<file path="src/rtl/seq_mult_arb_pkg.sv">
// Shared definitions for the arbitrated shift-and-add multiplier:
// FSM encodings, default operand width and step-counter sizing.
package seq_mult_arb_pkg;

  typedef enum logic [1:0] {
    IDLE = 2'd0,
    RUN  = 2'd1,
    DONE = 2'd2
  } state_t;

  localparam int DEF_WIDTH = 4;

  function automatic int cnt_width(input int width);
    return $clog2(width) + 1;
  endfunction

endpackage

</file>
<file path="src/rtl/seq_mult_arb_dp.sv">
// Shift-and-add datapath: M, A, C, Q registers and the WIDTH+1 bit adder.
// step_product is the {A,Q} value the current step will leave behind.
module seq_mult_dp
  import seq_mult_arb_pkg::*;
#(
  parameter int WIDTH = DEF_WIDTH
) (
  input  logic               clk,
  input  logic               reset,
  input  logic               load,
  input  logic               step,
  input  logic [WIDTH-1:0]   mcand,
  input  logic [WIDTH-1:0]   mplier,
  output logic [2*WIDTH-1:0] step_product
);

  logic [WIDTH-1:0] m_r;
  logic [WIDTH-1:0] a_r;
  logic [WIDTH-1:0] q_r;
  logic             c_r;
  logic [WIDTH:0]   sum_s;
  logic [2*WIDTH:0] shift_s;

  // Conditional add of M into {C,A}, then one-bit right shift of {C,A,Q} with C cleared.
  always_comb begin
    sum_s = {(WIDTH+1){1'b0}};
    if (q_r[0]) begin
      sum_s = {c_r, a_r} + {1'b0, m_r};
    end else begin
      sum_s = {c_r, a_r};
    end
    shift_s      = {1'b0, sum_s, q_r[WIDTH-1:1]};
    step_product = shift_s[2*WIDTH-1:0];
  end

  // Datapath registers: load clears the accumulator, step commits one shift-add.
  always_ff @(posedge clk or negedge reset) begin
    if (!reset) begin
      m_r <= {WIDTH{1'b0}};
      a_r <= {WIDTH{1'b0}};
      q_r <= {WIDTH{1'b0}};
      c_r <= 1'b0;
    end else if (load) begin
      m_r <= mcand;
      q_r <= mplier;
      a_r <= {WIDTH{1'b0}};
      c_r <= 1'b0;
    end else if (step) begin
      c_r <= shift_s[2*WIDTH];
      a_r <= shift_s[2*WIDTH-1:WIDTH];
      q_r <= shift_s[WIDTH-1:0];
    end else begin
      m_r <= m_r;
      a_r <= a_r;
      q_r <= q_r;
      c_r <= c_r;
    end
  end

endmodule

</file>
<file path="src/rtl/seq_mult_arb.sv">
// Two-requester round-robin front end for one sequential multiplier:
// grants in IDLE, runs WIDTH steps, returns a tagged product for one cycle.
module seq_mult_arb
  import seq_mult_arb_pkg::*;
#(
  parameter int WIDTH = DEF_WIDTH
) (
  input  logic               clk,
  input  logic               reset,
  input  logic [1:0]         req,
  input  logic [WIDTH-1:0]   m0,
  input  logic [WIDTH-1:0]   q0,
  input  logic [WIDTH-1:0]   m1,
  input  logic [WIDTH-1:0]   q1,
  output logic [1:0]         gnt,
  output logic               busy,
  output logic [2*WIDTH-1:0] out,
  output logic               out_valid,
  output logic               out_id
);

  localparam int CW = cnt_width(WIDTH);
  localparam logic [CW-1:0] LAST_STEP = CW'(WIDTH - 1);

  state_t             state_r;
  state_t             state_s;
  logic [CW-1:0]      cnt_r;
  logic               last_r;
  logic               id_r;
  logic               busy_r;
  logic [2*WIDTH-1:0] out_r;
  logic               out_valid_r;
  logic               out_id_r;

  logic               idle_s;
  logic               win_s;
  logic               load_s;
  logic               step_s;
  logic               done_step_s;
  logic [WIDTH-1:0]   mcand_s;
  logic [WIDTH-1:0]   mplier_s;
  logic [2*WIDTH-1:0] step_product_s;

  // The unused encoding behaves as IDLE so a corrupted state can still grant.
  assign idle_s = (state_r != RUN) && (state_r != DONE);

  // Round-robin grant: a tie goes to the requester that did not win last time.
  always_comb begin
    gnt = 2'b00;
    if (reset && idle_s) begin
      case (req)
        2'b01:   gnt = 2'b01;
        2'b10:   gnt = 2'b10;
        2'b11: begin
          if (last_r) begin
            gnt = 2'b01;
          end else begin
            gnt = 2'b10;
          end
        end
        default: gnt = 2'b00;
      endcase
    end else begin
      gnt = 2'b00;
    end
  end

  // Operand select and datapath strobes.
  always_comb begin
    win_s  = gnt[1];
    load_s = |gnt;
    if (win_s) begin
      mcand_s  = m1;
      mplier_s = q1;
    end else begin
      mcand_s  = m0;
      mplier_s = q0;
    end
    step_s      = (state_r == RUN);
    done_step_s = step_s && (cnt_r == LAST_STEP);
  end

  // Next-state logic.
  always_comb begin
    state_s = state_r;
    case (state_r)
      IDLE: begin
        if (load_s) begin
          state_s = RUN;
        end else begin
          state_s = IDLE;
        end
      end
      RUN: begin
        if (done_step_s) begin
          state_s = DONE;
        end else begin
          state_s = RUN;
        end
      end
      DONE:    state_s = IDLE;
      default: begin
        if (load_s) begin
          state_s = RUN;
        end else begin
          state_s = IDLE;
        end
      end
    endcase
  end

  // Control and output registers.
  always_ff @(posedge clk or negedge reset) begin
    if (!reset) begin
      state_r     <= IDLE;
      cnt_r       <= {CW{1'b0}};
      last_r      <= 1'b1;
      id_r        <= 1'b0;
      busy_r      <= 1'b0;
      out_r       <= {(2*WIDTH){1'b0}};
      out_valid_r <= 1'b0;
      out_id_r    <= 1'b0;
    end else begin
      state_r     <= state_s;
      busy_r      <= (state_s == RUN) || (state_s == DONE);
      out_valid_r <= done_step_s;
      if (load_s) begin
        cnt_r  <= {CW{1'b0}};
        id_r   <= win_s;
        last_r <= win_s;
      end else if (step_s) begin
        cnt_r  <= cnt_r + CW'(1);
      end else begin
        cnt_r  <= cnt_r;
      end
      if (done_step_s) begin
        out_r    <= step_product_s;
        out_id_r <= id_r;
      end else begin
        out_r    <= out_r;
        out_id_r <= out_id_r;
      end
    end
  end

  assign busy      = busy_r;
  assign out       = out_r;
  assign out_valid = out_valid_r;
  assign out_id    = out_id_r;

  seq_mult_dp #(
    .WIDTH(WIDTH)
  ) u_dp (
    .clk          (clk),
    .reset        (reset),
    .load         (load_s),
    .step         (step_s),
    .mcand        (mcand_s),
    .mplier       (mplier_s),
    .step_product (step_product_s)
  );

endmodule

</file>
<file path="config.mk">
export PLATFORM = sky130hd
export DESIGN_NAME = seq_mult_arb
export DESIGN_NICKNAME = d
export VERILOG_FILES = /design/src/rtl/seq_mult_arb_pkg.sv /design/src/rtl/seq_mult_arb_dp.sv /design/src/rtl/seq_mult_arb.sv
export SDC_FILE = /design/constraint.sdc
export NUM_CORES = 1
export LEC_CHECK = 0
export CORE_ASPECT_RATIO = 0.8
export CORE_UTILIZATION = 47
export DETAILED_ROUTE_END_ITERATION = 6
export GPL_TIMING_DRIVEN = 0
export PLACE_DENSITY = 0.74
export SLEW_MARGIN = 20
export SYNTH_ARGS = -nofsm -noshare
export SYNTH_HDL_FRONTEND = slang
export SYNTH_HIERARCHICAL = 1
export SYNTH_SLANG_ARGS = --single-unit
</file>
<file path="constraint.sdc">
create_clock -name clk -period 2.4 [get_ports clk]
set_input_delay 0.24 -clock clk [delete_from_list [all_inputs] [get_ports clk]]
set_output_delay 0.24 -clock clk [all_outputs]
set_load 0.01 [all_outputs]
</file>
==> impl_metrics.json <==
{
  "outcome": "complete, but fails checks",
  "violations": "negative hold slack",
  "synth_compound_area_frac": 0.09323,
  "dpl-instance-area_um2": 1936,
  "irDropWorstVdd_mv": 0.7067,
  "tns_ns": 0,
  "drive_above_1_share": 0.2717,
  "critPathMaxFanout": 10,
  "fin_cells": 213,
  "cpMaxStageDelayCell": "clkdlybuf4s50_1",
  "drc": 0,
  "p_leak_nw": 0.9489,
  "rrSetupSlack_ns": 0.56,
  "clockRootBuffer": "clkbuf_8",
  "hpwl_um": 2179,
  "start_kind": "register",
  "numPortBuffers": 32,
  "rsz0062_at_grt": "no",
  "yosysSeqAreaShare": 0.4629,
  "cts_tree": "built",
  "use_met2": 0.3620,
  "io_pins": 33,
  "cts_resized": 0,
  "required_ns": 2.16,
  "clk_latency_ns": 0.29,
  "die-area_um2": 3578,
  "grtUsageMet1": 0.2406,
  "fill_cells": 244,
  "synthCells": 133,
  "clockBufferDepth": 2,
  "dp_cells": 205,
  "path_cells": "inv_1 -> ha_1 -> and2_4 -> nand3_4 -> inv_1 -> clkdlybuf4s50_1",
  "maxCapViolCount": 0,
  "setup_viol": 0,
  "initial_core_util": 0.5016,
  "ys_warn_count": 6,
  "grt_pass1_wl_um": 5181,
  "met3_usage": 0.05720,
  "fin_crit_sh": 0.9547,
  "avgSynthCellArea_um2": 11.81,
  "synth_xor_area_frac": 0.01673,
  "worstSetupPathType": "reg2out",
  "gp_congestion": 0.7646,
  "num_rows": 18,
  "drv_slew": 0,
  "syn_to_final_growth_pct": 29.00,
  "fin_nets": 200,
  "relSlewSlack": 0.5512,
  "die_height_um": 53.70,
  "grt_max_degree": 32,
  "clock-sinks": 29,
  "mappedNetlistNets": 161,
  "grt_pass1_vias": 1163,
  "cts_buffers": 5,
  "cp_common_cell": "inv_1",
  "synth_cell_types": 35,
  "cts_hold_buf": 0,
  "finalHoldViolations": 28,
  "ant_nets": 0,
  "antenna_found_initial": 0,
  "fmax_ghz": 0.4365,
  "mostFrequentLayoutCell": "clkdlybuf4s50_1",
  "totalWireLength_um": 3082,
  "vias": 1081,
  "final_cell_mix": "clkdlybuf4s50_1, dfrtp_1, mux2_2",
  "synth_mux_area_frac": 0.2143,
  "syn-cell-area_um2": 1570,
  "coreArea_um2": 3131,
  "grt_use_total": 0.2092,
  "place_ws_ns": 0.1932,
  "htree_num_levels": 2,
  "cellPowerDensity_nw_per_um2": 1181,
  "fin_crit_ns": 2.291,
  "design_area_um2": 2026,
  "crit_path_end_kind": "output pin",
  "grt-ovfl-total": 0,
  "critPathMaxStageDelay_ns": 0.55,
  "drt-pass1-iter-count": 4,
  "die_x_um": 66.63,
  "antennaDiodeCount": 0,
  "vias_per_cell": 5.075,
  "fin_skew_ns": 0.005767,
  "crit_buf_inv": 3,
  "finalPower_mw": 2.391,
  "path_clk_slew_ns": 0.06,
  "crit_family": "buffers and inverters",
  "worstMarginPinSlew_ns": 0.6732,
  "yosys_register_bits": 29,
  "synth_top_family_by_area": "multiplexers",
  "drt_first_iter_violations": 48,
  "fin_ws_ns": 0.1088,
  "synth-adder-area-share": 0.06853,
  "avgRoutedWirePerCell_um": 14.47,
  "hold_slack_ns": -0.01289,
  "final_core_util": 0.6471,
  "min_path_type": "in2async",
  "grt.busiest_layer": "met2",
  "cts_setup_buffers": 0,
  "worstPathArrival_ns": 2.05,
  "yosys.area_share.simple": 0.08526
}
[final timing paths]
path / endpoint / startpoint / cells past startpoint
min: out_id$_DFFE_PN0P_ / reset / 1
min in group clk: out_id$_DFFE_PN0P_ / out_id$_DFFE_PN0P_ / 2
max in group asynchronous: out[0]$_DFFE_PN0P_ / reset / 1
max reg2reg: u_dp/m_r[0]$_DFFE_PN0P_ / out_valid$_DFF_PN0_ / 6
max: gnt[1] / out_valid$_DFF_PN0_ / 6
min reg2reg: out_id$_DFFE_PN0P_ / out_id$_DFFE_PN0P_ / 2
[logic make-up (layout without fill, tap and decap cells)]
family / after synthesis / count (layout)
flip-flops: 29 / 29
AO/OA/AOI/OAI: 23 / 23
AND/OR/NAND/NOR: 24 / 24
multiplexers: 30 / 30
adder cells (fa/ha/maj): 8 / 8
XOR/XNOR: 3 / 3
buffers and inverters: 16 / 56
[layer usage]
metal	wire (um)	vias up
met5	0	-
met4	36	0
met3	166	5
met2	1449	28
met1	1430	512
li1	-	536
[layout make-up]
cell class                      count  area [um^2]  share of cell area
Timing Repair Buffer               32        315.3              0.1557
Clock buffer                        8        90.09             0.04447
Sequential cell                    29        726.9              0.3589
Multi-Input combinational cell     88        750.7              0.3706
Inverter                            7        26.28             0.01297
Buffer                              9        66.31             0.03274
Tap cell                           40        50.05             0.02471
[synthesized netlist by cell type]
library cell  instances  area (um^2)
a21oi_1               5        25.02
mux2_2               20        225.2
buf_4                 6        45.04
or2b_1                1        7.510
o21ai_0               7        35.03
a21o_1                3        22.52
nand2_1               7        26.28
fa_1                  1        20.02
dfstp_2               1        26.28
nor2b_2               1        8.760
mux2_1                1        11.26
o21ai_1               1        5.000
mux2_4                2        30.03
buf_6                 1        11.26
buf_2                 2        10.01
ha_1                  7        87.58
nand3_4               1        17.52
xor2_1                1        8.760
mux2i_1               7        70.07
dfrtp_1              28        700.7
a31oi_1               1        6.260
nand2b_1              2        12.51
xnor2_1               2        17.52
and2_4                1        8.760
inv_1                 7        26.28
nor2_1                6        22.52
nand3_1               1        5.000
nor3_1                1        5.000
nand2_2               1        6.260
a211oi_1              1        7.510
a21oi_2               3        26.28
o211a_1               1        10.01
a31o_2                1        8.760
and3_1                1        6.260
nand3b_1              1        7.510
[report_power, final]
group          switching, mW  leakage [nW]  total [mW]  internal, mW
logic                  0.521         0.536        1.15         0.632
registers              0.125         0.367       0.829         0.704
clock network          0.176        0.0455       0.409         0.233
total                  0.822         0.949        2.39          1.57
[registers in the layout (all words and copies together) (netlist names)]
name / count
cnt_r: 3
out_valid: 1
u_dp/a_r: 4
last_r: 1
u_dp/m_r: 4
busy: 1
state_r: 1
id_r: 1
out: 8
u_dp/q_r: 4
out_id: 1
Power figures use the tool's default switching activity.
==> RTL edit 1: new RTL, same flow settings <==
Re-encode `state_t` (3 states) as one-hot, 3 bits wide.
--- a/src/rtl/seq_mult_arb_pkg.sv
+++ b/src/rtl/seq_mult_arb_pkg.sv
@@ -2,10 +2,10 @@
 // FSM encodings, default operand width and step-counter sizing.
 package seq_mult_arb_pkg;
 
-  typedef enum logic [1:0] {
-    IDLE = 2'd0,
-    RUN  = 2'd1,
-    DONE = 2'd2
+  typedef enum logic [2:0] {
+    IDLE = 3'b001,
+    RUN  = 3'b010,
+    DONE = 3'b100
   } state_t;
 
   localparam int DEF_WIDTH = 4;
Function: no difference found for any inputs over 10 cycles, from zero or initial values and one cycle with reset low; not proved beyond that.
==> RTL edit 1 against the original RTL <==
Final area rose by 9.6%. Sequential power rose by 4.9%. Synthesized cell count fell by 0.75%. Register-to-register slack got worse by 0.04 ns. Setup slack improved by 0.060 ns. Routed wire length rose by 12%. Area after synthesis rose by 7.6%. Utilization rose by 0.17 points. Via count rose by 5.1%. Worst hold slack improved by 0.062 ns. Clock power rose by 31%. Sequential cell count rose by 2. Power rose by 1.3%.
==> RTL edit 1: results (changes against the original RTL) <==
| Metric | Value |
|---|---|
| Post-synthesis sequential area ratio | `0.4604 (-0.002549)` |
| LEAKAGE | `1.004 nW (+5.8%)` |
| CP max-delay cell | `clkdlybuf4s50_1` |
| Met2 WL | `1628 µm (+12%)` |
| Layout cell share with drive strength beyond 1 | `0.3276 (+0.05591)` |
| First-pass GRT wire length | `6016 µm (+16%)` |
| Reg2reg end | `u_dp/q_r[2]` |
| Post-synthesis mux area share | `0.2317 (+0.01734)` |
| Sw frac | `0.3227 (-0.02119)` |
| Post-Synth Adder-Cell Area | `0.05625 (-0.01227)` |
| Vias per cell | `5.259 (+3.6%)` |
| Max_slew headroom | `0.5964 (+0.04522)` |
| RR Startpoint | `state_r[2]` |
| Top cells by area, synth | `dfrtp_1 (43%), mux2_4 (9.8%), mux2_2 (8.7%)` |
| Top delay family on crit path | `buffers and inverters` |
| Hold WS | `0.04938 ns (+0.06227 ns)` |
| Ys async rst share | `1.000 (unchanged)` |
| Worst IR Drop VDD | `0.0006824 V (-3.4%)` |
| Iter 0 DRT Violations | `67 (+40%)` |
| Met1 Resource Use GR | `0.2572 (+0.01659)` |
| Reg2Reg Depth | `5 (-1)` |
| FF-to-FF setup slack | `0.52 ns (-0.04 ns)` |
| Xor-xnor portion of the synthesized cell area | `0.02073 (+0.003992)` |
| Compound-gate portion of the synthesized area | `0.1029 (+0.009660)` |
| Gpl congestion | `0.8469 (+11%)` |
| Final WL | `3450 µm (+12%)` |
| Status | `completed` |
| Total track usage | `0.2076 (-0.001577)` |
| Slowest stage delay, CP | `0.55 ns (about the same)` |
| Post-Route M1 WL | `1583 µm (+11%)` |
| Pin count of the biggest net entering global routing | `18 (-44%)` |
| Synth top cells by count | `dfrtp_1 (29), mux2_2 (13), mux2_4 (11), mux2i_1 (8), inv_1 (7)` |
| Crit Path Max Fanout | `4 (-6)` |
| Router iterations before antenna repair | `5 (+1)` |
| Worst slack at placement | `0.3784 ns (+0.1853 ns)` |
| Syn Nets | `159 (-1.2%)` |
| GR met2 Demand/Resource | `0.3356 (-0.02631)` |
| WP data arrival | `1.99 ns (-0.06 ns)` |
| Final HPWL DP | `2393 µm (+9.8%)` |
| Unique masters post-synth | `38 (+8.6%)` |
| Vias in the first global route | `1289 (+11%)` |
| Final setup skew | `0.007482 ns (+0.001715 ns)` |
| GR Util met3 | `0.07065 (+0.01345)` |
| WL met3 | `176 µm (+6.0%)` |
==> RTL edit 1: kinds of logic (layout without fill, tap and decap cells) <==
group | count (synthesis) | count (layout)
simple gates | 21 | 21
fa+ha+maj | 7 | 7
mux | 32 | 32
compound gates | 22 | 22
flops | 31 | 31
xor+xnor | 4 | 4
buf+inv | 15 | 57
==> RTL edit 1: what timing repair did <==
action,in CTS,in global routing
setup endpoints to repair,0,2
gates resized for setup,0,1
hold buffers,1,0
endpoints found under the hold margin,12,0
==> RTL edit 1: worst max path at each step <==
stage	endpoint	depth (start not counted)	from	slack [ns]
2_1_floorplan	u_dp/m_r[0]	4	state_r[2]	0.69
3_3_place_gp	gnt[1]	4	reset	-0.87
3_5_place_dp	gnt[0]	4	state_r[2]	0.38
4_1_cts	gnt[0]	4	state_r[2]	0.06
5_1_grt	gnt[0]	4	state_r[2]	0.01
6_report	gnt[0]	4	state_r[2]	0.17
==> RTL edit 1: final cells by class <==
cell class,instances,area [µm²]
Multi-Input combinational cell,86,822.0
Timing Repair Buffer,34,352.8
Buffer,8,71.32
Sequential cell,31,778.2
Inverter,7,26.28
Tap cell,42,52.55
Clock inverter,2,35.03
Fill cell,275,1202
Clock buffer,6,82.58
==> RTL edit 1: per-stage QoR <==
stage,util,cell area [µm²],cells,setup TNS (ns)
after floorplan,-,1690,132,0
after global placement,0.6027,2063,206,-10.56
after detailed placement,0.6093,2086,207,0
after CTS,0.6466,2213,216,0
after global routing,0.6488,2221,216,0
final,0.6488,2221,216,0
==> RTL edit 1: power groups by stage <==
stage | sequential (mW) | combinational (mW) | clock, mW
floorplan | 0.870 | 0.679 | 0
global placement | 0.862 | 0.960 | 0
global route | 0.896 | 1.11 | 0.577
CTS | 0.870 | 1.02 | 0.545
finish | 0.870 | 1.02 | 0.537
detailed placement | 0.875 | 1.01 | 0
==> RTL edit 2: new RTL, same settings <==
Without the edit above. The package constant `DEF_WIDTH` goes from 4 to 6.
--- a/src/rtl/seq_mult_arb_pkg.sv
+++ b/src/rtl/seq_mult_arb_pkg.sv
@@ -8,7 +8,7 @@
     DONE = 2'd2
   } state_t;
 
-  localparam int DEF_WIDTH = 4;
+  localparam int DEF_WIDTH = 6;
 
   function automatic int cnt_width(input int width);
     return $clog2(width) + 1;
Ports: changed (5 resized); port bits go from 33 to 45. The function was not compared with the original's and may differ.
==> RTL edit 2 against the original RTL <==
Worst hold slack gained 0.056 ns. Final area increased by 44%. Area after synthesis increased by 43%. Critical path depth is 1 higher. Routed wire length increased by 49%. Maximum frequency up 0.85%. Cell count increased by 46%. Power grew 35%. Sequential cell count is 12 higher. Clock skew increased by 0.0085 ns. Setup slack gained 0.019 ns. Largest cell class unchanged. Largest power group unchanged. Highest routed layer unchanged.
==> RTL edit 2: results (changes against the original RTL) <==
| Metric | Value |
|---|---|
| Sequential share of power | `0.357 (+0.011)` |
| Final HPWL DP | `3408 µm (+56%)` |
| DP Area | `2784 µm² (+44%)` |
| Skew-Pair Late Insertion Delay | `0.29 ns (about the same)` |
| PD cells | `1102 nW/µm² (-6.6%)` |
| Comb_multi_in | `129 (+47%)` |
| RR Startpoint | `u_dp/m_r[0]` |
| P_int | `2.117 mW (+35%)` |
| Power Total | `3.223 mW (+35%)` |
| FF-to-FF setup slack | `0.25 ns (-0.31 ns)` |
| Met1 Resource Use GR | `0.2956 (+0.05503)` |
| Syn Nets | `234 (+45%)` |
| Initial antenna violation count | `0 (unchanged)` |
| Met2 WL | `2120 µm (+46%)` |
| WP data arrival | `2.03 ns (-0.02 ns)` |
| Reg2Reg Depth | `8 (+2)` |
| Post-Synth Adder-Cell Area | `0.05905 (-0.009473)` |
| Slowest stage delay, CP | `0.52 ns (-0.03 ns)` |
| Non-CTS buffers | `62 (+51%)` |
| Clock Pin Slew Worst Setup and Hold Paths | `0.08 ns (+0.02 ns)` |
| Worst slack at placement | `-0.1811 ns (-0.3742 ns)` |
| Final global-route overflow total | `0 (unchanged)` |
| GR met2 Demand/Resource | `0.3373 (-0.02467)` |
| Worst IR Drop VDD | `0.0005944 V (-16%)` |
| Largest register FFs | `12 (+4)` |
| Tap cells | `60 (+50%)` |
| Clock-cell share of area | `0.03979 (-0.004677)` |
| Iter 0 DRT Violations | `87 (+81%)` |
| Final #Nets | `288 (+44%)` |
| Compound-gate portion of the synthesized area | `0.08357 (-0.009662)` |
| Hold WS | `0.04294 ns (+0.05583 ns)` |
| Dpl cells | `301 (+47%)` |
| Logic pwr share | `0.465 (-0.017)` |
| Final setup skew | `0.01424 ns (+0.008478 ns)` |
| IO Port Bufs | `44 (+38%)` |
| Pin count of the biggest net entering global routing | `21 (-34%)` |
| GR Util met3 | `0.04857 (-0.008632)` |
| Seq/total area | `0.3513 (-0.007557)` |
| Status | `completed` |
| Invs w/o clock | `11 (+4)` |
| Post-Syn Instances | `196 (+47%)` |
| CTS Buf Count | `5 (unchanged)` |
| First-pass GRT wire length | `8107 µm (+56%)` |
| Layout cell share with drive strength beyond 1 | `0.2510 (-0.02068)` |
| Fill cell count | `374 (+53%)` |
| Hold_buf cts | `2 (+2)` |
| WL met3 | `207 µm (+25%)` |
| Gpl congestion | `0.7704 (+0.76%)` |
| Post-synthesis sequential area ratio | `0.4574 (-0.005567)` |
| Post-synthesis mux area share | `0.2228 (+0.008499)` |
| Xor-xnor portion of the synthesized cell area | `0.02730 (+0.01056)` |
| Num sequential | `41 (+41%)` |
| Router iterations before antenna repair | `4 (unchanged)` |
| NonClk Buf Share | `0.2020 (+0.01358)` |
| DR vias | `1587 (+47%)` |
| Synth top cells by count | `dfrtp_1 (40), mux2_2 (24), nand2_1 (15), o21ai_0 (14), inv_1 (11)` |
| Total track usage | `0.2108 (+0.001634)` |
| Vias in the first global route | `1667 (+43%)` |
| LEAKAGE | `1.365 nW (+44%)` |
[RTL edit 2: changes by cell type in the layout (fill, tap and decap cells not counted), sizes merged, moves of 4 or more]
cell	delta
clkdlybuf4s50	+12
dfrtp	+12
mux2	+11
nand2	+8
o21ai	+7
inv	+4
o21a	+4
[RTL edit 2: worst max path at each step]
| stage | slack (ns) | to | start | cells after the start |
|---|---|---|---|---|
| 5_1_grt | 0.03 | gnt[1] | state_r[1] | 7 |
| 4_1_cts | 0.07 | gnt[1] | state_r[1] | 7 |
| 6_report | 0.13 | gnt[1] | state_r[1] | 7 |
| 3_3_place_gp | -1.49 | u_dp/q_r[5] | reset | 8 |
| 2_1_floorplan | 0.45 | out[9] | u_dp/a_r[0] | 8 |
| 3_5_place_dp | -0.18 | u_dp/q_r[5] | reset | 9 |
[RTL edit 2: worst max-delay path: cells and delay by family, from the launching register on]
kind          cells  cell delay, ns
fa+ha+maj         1            0.29
buf+inv           4            0.82
flops             1            0.34
simple gates      2            0.30
